--- src/rtl/mux_rr_arbiter.sv ---
// Round-robin arbiter that owns the select port of the shared 8:1 result mux.
// One owner at a time, one dead cycle between owners, bounded hold under contention.
module mux_rr_arbiter #(
  parameter int unsigned MAX_HOLD = 16
) (
  input  logic       clk,
  input  logic       rst_n,
  input  logic [7:0] req,
  output logic [7:0] gnt,
  output logic [3:0] sel,
  output logic       valid,
  output logic       preempt
);

  typedef enum logic [1:0] {
    IDLE  = 2'd0,
    GRANT = 2'd1,
    GAP   = 2'd2
  } state_t;

  // With timeout disabled the counter simply saturates at its full range.
  localparam logic [7:0] HOLD_LAST  = (MAX_HOLD == 0) ? 8'hFF : 8'(MAX_HOLD - 1);
  localparam bit         TIMEOUT_EN = (MAX_HOLD != 0);

  state_t      state;
  logic [2:0]  ptr;
  logic [2:0]  owner;
  logic [7:0]  hold_cnt;

  logic [15:0] req_dbl;
  logic [7:0]  req_rot;
  logic [2:0]  offset;
  logic [2:0]  winner;
  logic        any_req;
  logic        own_req;
  logic        others_req;
  logic        timeout;

  // Rotate requests so bit 0 is the current search start, then take the lowest set bit.
  // NOTE: every always_comb output gets a default before any conditional write, so no latch is inferred.
  always_comb begin
    req_dbl = {req, req} >> ptr;
    req_rot = req_dbl[7:0];
    offset  = '0;
    for (int k = 7; k >= 0; k--) begin
      if (req_rot[k]) offset = 3'(k);
    end
    winner     = ptr + offset;
    any_req    = |req;
    own_req    = req[owner];
    others_req = |(req & ~(8'b1 << owner));
    timeout    = TIMEOUT_EN && (hold_cnt == HOLD_LAST) && own_req && others_req;
  end

  // NOTE: all state and outputs use non-blocking assignments so every register updates from pre-edge values.
  always_ff @(posedge clk or negedge rst_n) begin
    if (!rst_n) begin
      state    <= IDLE;
      ptr      <= '0;
      owner    <= '0;
      hold_cnt <= '0;
      gnt      <= '0;
      sel      <= '0;
      valid    <= 1'b0;
      preempt  <= 1'b0;
    end else begin
      preempt <= 1'b0;
      case (state)
        IDLE, GAP: begin
          if (any_req) begin
            state    <= GRANT;
            owner    <= winner;
            gnt      <= 8'b1 << winner;
            sel      <= {1'b0, winner};
            valid    <= 1'b1;
            hold_cnt <= '0;
          end else begin
            state <= IDLE;
          end
        end
        GRANT: begin
          // A release in the same cycle as a timeout counts as a plain release.
          if (!own_req || timeout) begin
            state   <= GAP;
            gnt     <= '0;
            valid   <= 1'b0;
            ptr     <= owner + 3'd1;
            preempt <= own_req;
          end else if (hold_cnt != HOLD_LAST) begin
            hold_cnt <= hold_cnt + 8'd1;
          end
        end
        default: begin
          state <= IDLE;
          gnt   <= '0;
          valid <= 1'b0;
        end
      endcase
    end
  end

endmodule

--- config.mk ---
export PLATFORM = sky130hd
export DESIGN_NAME = mux_rr_arbiter
export DESIGN_NICKNAME = d
export VERILOG_FILES = /design/src/rtl/mux_rr_arbiter.sv
export SDC_FILE = /design/constraint.sdc
export NUM_CORES = 1
export LEC_CHECK = 0
export CAP_MARGIN = 20
export CORE_AREA = 2 2 61 63
export CTS_BUF_LIST = sky130_fd_sc_hd__clkbuf_8 sky130_fd_sc_hd__clkbuf_16
export DETAILED_ROUTE_END_ITERATION = 8
export DIE_AREA = 0 0 63 65
export PLACE_DENSITY = 0.83
export SLEW_MARGIN = 20
export SYNTH_ARGS = -nofsm -noshare
export SYNTH_HDL_FRONTEND = slang
export SYNTH_SLANG_ARGS = --single-unit
--- constraint.sdc ---
create_clock -name clk -period 10.6 [get_ports clk]
set_clock_uncertainty 0.2 [all_clocks]
set_input_delay 1.59 -clock clk [delete_from_list [all_inputs] [get_ports clk]]
set_output_delay 1.59 -clock clk [all_outputs]
set_load 0.03 [all_outputs]
# Yosys cells after proc, flatten, opt, wreduce, memory -nomap -nowiden
# Cells that the tools add are included.
# totals
n_memories	0
ram_bits	0
mem_bits_ro	0
reg_bits	26
latch_bits	0
in_bits	10
# op_classes
n_mux	25
n_shift	3
n_reduce_logical	13
bitwise_logic	2
order_cmp	1
n_eq_ne	8
n_addsub	3
n_mul	0
div_mod_pow	0
# op_table
op	count
8-bit 2-to-1 mux	5
8-bit case mux with 2 select lines	2
3-bit 2-to-1 mux	8
8-bit OR reduction	2
1-bit by 3-bit << shifter with 8-bit output, first input constant	2
16-bit by 3-bit >> shifter with 8-bit output	1
8-bit by 1-bit adder with 8-bit output, second input constant	1
8-bit bitwise AND	1
8-bit by 4-bit == test with 1-bit output, second input constant	1
2-bit != test, second input constant	4
8-bit by 4-bit != test with 1-bit output, second input constant	1
8-bit NOT	1
1-bit 2-to-1 mux	6
2-bit AND reduction	3
3-bit by 4-bit less-than comparator with 1-bit output, second input constant	1
2-bit case mux with 2 select lines	1
4-bit AND reduction	1
3-bit by 1-bit adder with 3-bit output, second input constant	1
3-bit adder	1
1-bit binary-select mux with 3-bit select	1
2-bit by 1-bit == test with 1-bit output, second input constant	1
2-bit == test, second input constant	1
1-bit logical AND	2
2-bit zero test	1
other kinds (6)	6

# Logic depth before layout (Yosys ltp)
# Gate-level depths: netlist of run 1.
# logic_depth
depth_word	13
mapped_depth	14
depth_no_buf	12

# Worst setup path before layout of run 1
# Ideal clock, no wire load.
# synth_timing
path_kind	in2reg
from	in req[4]
to	reg gnt[3]
slack_ns	6.035
required_ns	10.278
cell_stages	11
arrival_ns	4.244
setup_time_ns	0.122
cell_sequence	clkbuf_1 -> mux4_1 -> mux2_2 -> a211oi_1 -> nor3_1 -> nor4_1 -> o21ai_0 -> fa_1 -> xor2_1 -> xnor2_2 -> a32o_1
# synth_between
elab_chain_cells	13
elab_cells_between_ends	25
cone_classes	add/sub (1); eq/ne (2); shift (2); mux (12); bitwise (1); reduce/logical (7)
# synth_rtl
item	line_no	rtl
start, declared	8	input logic [7:0] req,
16-bit by 3-bit >> shifter with 8-bit output	42	req_dbl = {req, req} >> ptr;
3-bit 2-to-1 mux (8 in series)	46	if (req_rot[k]) offset = 3'(k);
3-bit adder	48	winner = ptr + offset;
1-bit by 3-bit << shifter with 8-bit output	73	gnt <= 8'b1 << winner;
8-bit 2-to-1 mux	70	if (any_req) begin
8-bit case mux with 2 select lines	68	case (state)
end signal, assigned	73	
end, declared	9	output logic [7:0] gnt,
# Several ways; a longest one is shown, not always the timed one. The select of a mux whose other input is x is not followed.
# A chain may end at the register's enable or synchronous reset.

# Final worst setup path of run 1
# layout_timing
from	in req[7]
to	reg gnt[3]
# The elaborated chain is that of the path after synthesis.

==> flow_summary.toml, run 1 <==
[run_status]
status = "finished, final reports clean"

[synth]
syn_inst = 200
seq_area_frac_synth = 0.325
synth_warnings = 0
yosys_register_bits = 26
synth.distinct_cells = 44
syn_area_um2 = 2000
syn-mean-instance-area_um2 = 10.0
synth-edff-count = 0
synthFlopType = "dfrtp_1"
syn-num-nets = 219
async_flop_share = 1.00

[power_and_ir_drop]
leakage_nw = 0.953
vdd_ir_drop_max_mv = 0.141
total_power_mw = 0.687
power.density_nw_per_um2 = 300

[timing]
tightest_slew_ns = 0.798
rsz0062_at_grt = "no"
period_share = 0.482
final_hold_viol_count = 0
slew_headroom = 0.468
setup_slack_ns = 5.49
period_needed_ns = 5.11
final-max-slew-violation-count = 0
whs_ns = 0.288
tns_ns = 0
setup_violations = 0
fmaxAchievable_ghz = 0.196

[floorplan]
dieArea_um2 = 4100
die_w_um = 63
io_pins = 24
start_util = 0.573
die-height_um = 65
rows = 22
coreArea_um2 = 3500

[global_routing]
antenna_found_initial = 0
grt_pass1_vias = 1429
grt_pass1_wl_um = 6620
grt_usage = 0.207
grt.overflow.total = 0
grt_max_degree = 27

[cells_and_area]
mostFrequentLayoutCell = "dfrtp_1"
final_cell_mix = "dfrtp_1 (26), nor2_1 (23), nand2_1 (23)"
diodes = 0
post-route-util = 0.655
nets = 235
drive_gt1_frac = 0.144
nFillCells = 296
stdcell_count = 263
area_growth_pct = 14.4
fin_area_um2 = 2290

[clock_network]
cts_setup_buffers = 0
cts_hold_buffers = 0
clock_path_buffers = 2
post_cts_resized = 0
cts_tree = "done"
cts_root_buffer = "clkbuf_8"
clk_latency_ns = 0.27
cts_sinks = 26
htree_levels = 1
clkTransAtPathRegs_ns = 0.09
numCtsBuffers = 3

[setup_path]
r2r_slack_ns = 6.42
reg2reg_to = "gnt[3]$_DFFE_PN0P_"
critPathCaptureType = "flip-flop"
crit_arrival_ns = 5.12
critPathKind = "input pin to flip-flop"
r2r_cells = 10
worst-path-max-fanout = 9
reg2reg_from = "ptr[0]$_DFFE_PN0P_"
startpoint_type = "input pin"
cp.required_ns = 10.61

[placement]
io_buffers = 22
dpl-instance-area_um2 = 2220
dp_hpwl_um = 2800
numPlacedInstances = 259
pre_cts_slack_ns = 5.25
gp_congestion = 0.836

[drt]
ant_nets = 0
wl_per_cell_um = 15.2
drc = 0
wl_um = 4010
via_count = 1533
firstDrtPassIters = 4
drt-initial-drc-count = 210
routed_via_density = 5.83

[worst_hold_path]
hold_depth = 1
whs_endpoint = "valid$_DFFE_PN0P_"
hp-class = "flip-flop to flip-flop"
min-delay-start = "valid$_DFFE_PN0P_"

[job]
drv_cap = 0
==> critical path, cell delays in order <==
cell	delay (ns)
clkdlybuf4s50_1	0.57
mux4_1	0.59
mux2_2	0.32
a211oi_1	0.41
nor3_1	0.10
nor4_1	0.17
o21ai_0	0.14
fa_1	0.42
xor2_1	0.18
xnor2_2	0.38
a32o_1	0.24
==> Yosys cell counts (2+ instances only) <==
library cell / instances / share of area
dfrtp_1: 26 / 0.32
nand2_1: 23 / 0.043
nor2_1: 23 / 0.043
mux2_2: 14 / 0.079
inv_1: 9 / 0.017
ha_1: 8 / 0.050
mux4_2: 7 / 0.079
clkbuf_1: 6 / 0.011
mux2i_1: 6 / 0.030
o21ai_0: 6 / 0.015
o2bb2ai_1: 6 / 0.026
a21oi_1: 5 / 0.012
nand2b_1: 5 / 0.016
nor3_1: 5 / 0.012
and3_1: 4 / 0.012
mux4_1: 4 / 0.052
nand3_1: 4 / 0.010
xor2_1: 4 / 0.017
a22o_1: 3 / 0.013
nor4_1: 3 / 0.0094
a211oi_1: 2 / 0.0075
a21boi_0: 2 / 0.0075
buf_2: 2 / 0.0050
buf_4: 2 / 0.0075
or2_2: 2 / 0.0062
==> cell type report <==
| cell class | count | area [um2] | share of cell area |
|---|---|---|---|
| multi-input cells | 153 | 1260 | 0.548 |
| flip-flops and latches | 26 | 651 | 0.284 |
| repair buffers | 22 | 215 | 0.0939 |
| clock inverters | 1 | 30.0 | 0.0131 |
| clock buffers | 3 | 41.3 | 0.0180 |
| inverters | 10 | 37.5 | 0.0164 |
| well taps | 48 | 60.1 | 0.0262 |
==> how the worst max path moves through the flow <==
| stage | from | end | depth (start not counted) |
|---|---|---|---|
| CTS | req[5] | gnt[3]$_DFFE_PN0P_ | 11 |
| floorplan | req[4] | gnt[3]$_DFFE_PN0P_ | 11 |
| global route | req[5] | gnt[3]$_DFFE_PN0P_ | 11 |
| global placement | req[5] | gnt[3]$_DFFE_PN0P_ | 11 |
| detailed placement | req[5] | gnt[4]$_DFFE_PN0P_ | 11 |
| finish | req[7] | gnt[3]$_DFFE_PN0P_ | 11 |
==> kinds of logic after synthesis <==
family                     count (synthesis)  synth area share
adders and majority gates                  9            0.0600
xor gates and xnor gates                   6            0.0300
muxes                                     31             0.240
and+or+nand+nor                           74             0.171
other                                      1           0.00187
buffers and inverters                     21            0.0481
DFF                                       26             0.325
AOI/OAI and AO/OA                         32             0.125
==> flip-flops by register name (all words and copies together), names as in the netlist <==
name      count
gnt           8
hold_cnt      8
ptr           3
sel           3
state         2
preempt       1
valid         1
==> per-layer routing <==
metal | vias up | routed length [um] | track usage
met4 | 0 | 42 | 0.0611
met2 | 40 | 1910 | 0.348
met1 | 733 | 1900 | 0.284
met3 | 5 | 157 | 0.0226
met5 | - | 0 | 0
li1 | 755 | - | -
==> power by group <==
part	switching, mW	internal, mW
clock	0.0306	0.0505
sequential	0.0497	0.126
combinational	0.233	0.197
Note: power is estimated with default switching activity, not from simulation.
==> inputs of run 2 (changes only) <==
--- a/config.mk
+++ b/config.mk
@@ -6,11 +6,11 @@
 export NUM_CORES = 1
 export LEC_CHECK = 0
 export CAP_MARGIN = 20
-export CORE_AREA = 2 2 61 63
+export CORE_AREA = 2 2 66 68
 export CTS_BUF_LIST = sky130_fd_sc_hd__clkbuf_8 sky130_fd_sc_hd__clkbuf_16
 export DETAILED_ROUTE_END_ITERATION = 8
-export DIE_AREA = 0 0 63 65
-export PLACE_DENSITY = 0.83
+export DIE_AREA = 0 0 68 70
+export PLACE_DENSITY = 0.75
 export SLEW_MARGIN = 20
 export SYNTH_ARGS = -nofsm -noshare
 export SYNTH_HDL_FRONTEND = slang
==> constraint.sdc (replaced) <==
create_clock -name clk -period 4.4 [get_ports clk]
set_clock_uncertainty 0.2 [all_clocks]
set_input_delay 0.66 -clock clk [delete_from_list [all_inputs] [get_ports clk]]
set_output_delay 0.66 -clock clk [all_outputs]
set_load 0.03 [all_outputs]
==> flow_summary.toml, run 2 (synthesis results as in run 1) <==
[timing]
setup_violations = 0
final_hold_viol_count = 0
period_share = 0.924
tightest_slew_ns = 0.860
fmaxAchievable_ghz = 0.246
rsz0062_at_grt = "no"
final-max-slew-violation-count = 0
slew_headroom = 0.427
setup_slack_ns = 0.335
period_needed_ns = 4.07
tns_ns = 0

[global_routing]
grt_usage = 0.196
grt_pass1_wl_um = 7260
grt_max_degree = 27
antenna_found_initial = 0
grt.overflow.total = 0
grt_pass1_vias = 1557

[setup_path]
reg2reg_to = "gnt[6]$_DFFE_PN0P_"
crit_path_start = "req[1]"
crit_arrival_ns = 4.02
critPathCaptureType = "flip-flop"
critPathKind = "input pin to flip-flop"
r2r_cells = 12
cp.required_ns = 4.36
worst-path-max-fanout = 9
r2r_slack_ns = 0.63
endpoint = "gnt[3]$_DFFE_PN0P_"
reg2reg_from = "ptr[0]$_DFFE_PN0P_"
startpoint_type = "input pin"

[floorplan]
die-height_um = 70
rows = 24
coreArea_um2 = 4140
dieArea_um2 = 4760
die_w_um = 68
io_pins = 24
start_util = 0.483

[power_and_ir_drop]
leakage_nw = 1.03
power.density_nw_per_um2 = 701
vdd_ir_drop_max_mv = 0.342

[cells_and_area]
final_cell_mix = "dfrtp_1 (26), nor2_1 (23), nand2_1 (23)"
area_growth_pct = 20.4
multi_input_area_um2 = 1260
diodes = 0
fin_area_um2 = 2410
nets = 252
nFillCells = 377
reg.largest.list = "gnt (8), hold_cnt (8)"
stdcell_count = 284
regArea_um2 = 651
mostFrequentLayoutCell = "dfrtp_1"
drive_gt1_frac = 0.203
post-route-util = 0.582

[placement]
dpl-instance-area_um2 = 2360
dp_hpwl_um = 3200
io_buffers = 22
numPlacedInstances = 280
gp_congestion = 0.841
pre_cts_slack_ns = 0.0848

[drt]
wl_per_cell_um = 15.2
wl_um = 4320
drc = 0
ant_nets = 0
via_count = 1622
firstDrtPassIters = 5
drt-initial-drc-count = 175
routed_via_density = 5.71

[clock_network]
cts_hold_buffers = 0
cts_root_buffer = "clkbuf_8"
cts_tree = "done"
htree_levels = 1
clock_path_buffers = 2
post_cts_resized = 0
cts_setup_buffers = 0
clkTransAtPathRegs_ns = 0.08
clk_latency_ns = 0.27
cts_sinks = 26
numCtsBuffers = 3

[run_status]
status = "finished, final reports clean"

[job]
drv_cap = 0

[worst_hold_path]
hold_depth = 1
hp-class = "flip-flop to flip-flop"
[run 2: changes by cell type in the layout (fill, tap and decap cells not counted)]
cell	delta
clkbuf_8	+1
buf_2	-1
buf_4	+17
bufinv_16	-1
clkdlybuf4s50_1	+1
[run 2: power breakdown]
part	leakage [nW]	switching [mW]	total [mW]	internal [mW]
registers	0.340	0.105	0.410	0.305
clock network	0.0288	0.0714	0.151	0.0800
logic	0.660	0.597	1.13	0.533
[run 2: metrics by stage]
stage	hold slack (ns)	power (mW)
global route	0.330	1.85
CTS	0.307	1.70
global placement	0.267	1.53
finish	0.297	1.69
floorplan	0.164	1.24
detailed placement	0.273	1.54
[run 2: worst min path at each step]
stage | start | to | slack [ns]
finish | gnt[7]$_DFFE_PN0P_ | gnt[7]$_DFFE_PN0P_ | 0.30
global route | gnt[1]$_DFFE_PN0P_ | gnt[1]$_DFFE_PN0P_ | 0.33
CTS | gnt[7]$_DFFE_PN0P_ | gnt[7]$_DFFE_PN0P_ | 0.31
detailed placement | gnt[7]$_DFFE_PN0P_ | gnt[7]$_DFFE_PN0P_ | 0.27
global placement | valid$_DFFE_PN0P_ | valid$_DFFE_PN0P_ | 0.27
floorplan | rst_n | gnt[0]$_DFFE_PN0P_ | 0.16
[run 2: metal layers]
| layer | up-vias | GRT usage | part of all wire |
|---|---|---|---|
| met2 | 41 | 0.310 | 0.47 |
| met3 | 7 | 0.0193 | 0.032 |
| met1 | 783 | 0.285 | 0.48 |
| met4 | 0 | 0.0578 | 0.013 |
| li1 | 791 | - | - |
| met5 | - | 0 | 0 |
[run 2: area by class of cell]
class	count	share of cell area
multi-input combinational	153	0.521
sequential	26	0.270
timing repair buffer	39	0.144
tap	52	0.0270
clock buffer	4	0.0228
inverter	10	0.0156
[run 2: worst max-delay path, cell delays in order]
cell and delay, ns:
clkdlybuf4s50_1 0.55, mux4_1 0.56, mux2_2 0.30, a211oi_1 0.22, buf_4 0.17, nor3_1 0.04
nor4_1 0.19, o21ai_0 0.15, fa_1 0.42, xor2_1 0.17, xnor2_2 0.16, buf_4 0.17
a32o_1 0.25
==> inputs of run 3 (changes only) <==
--- a/config.mk
+++ b/config.mk
@@ -15,3 +15,4 @@
 export SYNTH_ARGS = -nofsm -noshare
 export SYNTH_HDL_FRONTEND = slang
 export SYNTH_SLANG_ARGS = --single-unit
+export TNS_END_PERCENT = 5
==> results of run 3 <==
Same layout as run 2: the final DEF is identical, and so are final timing and power.
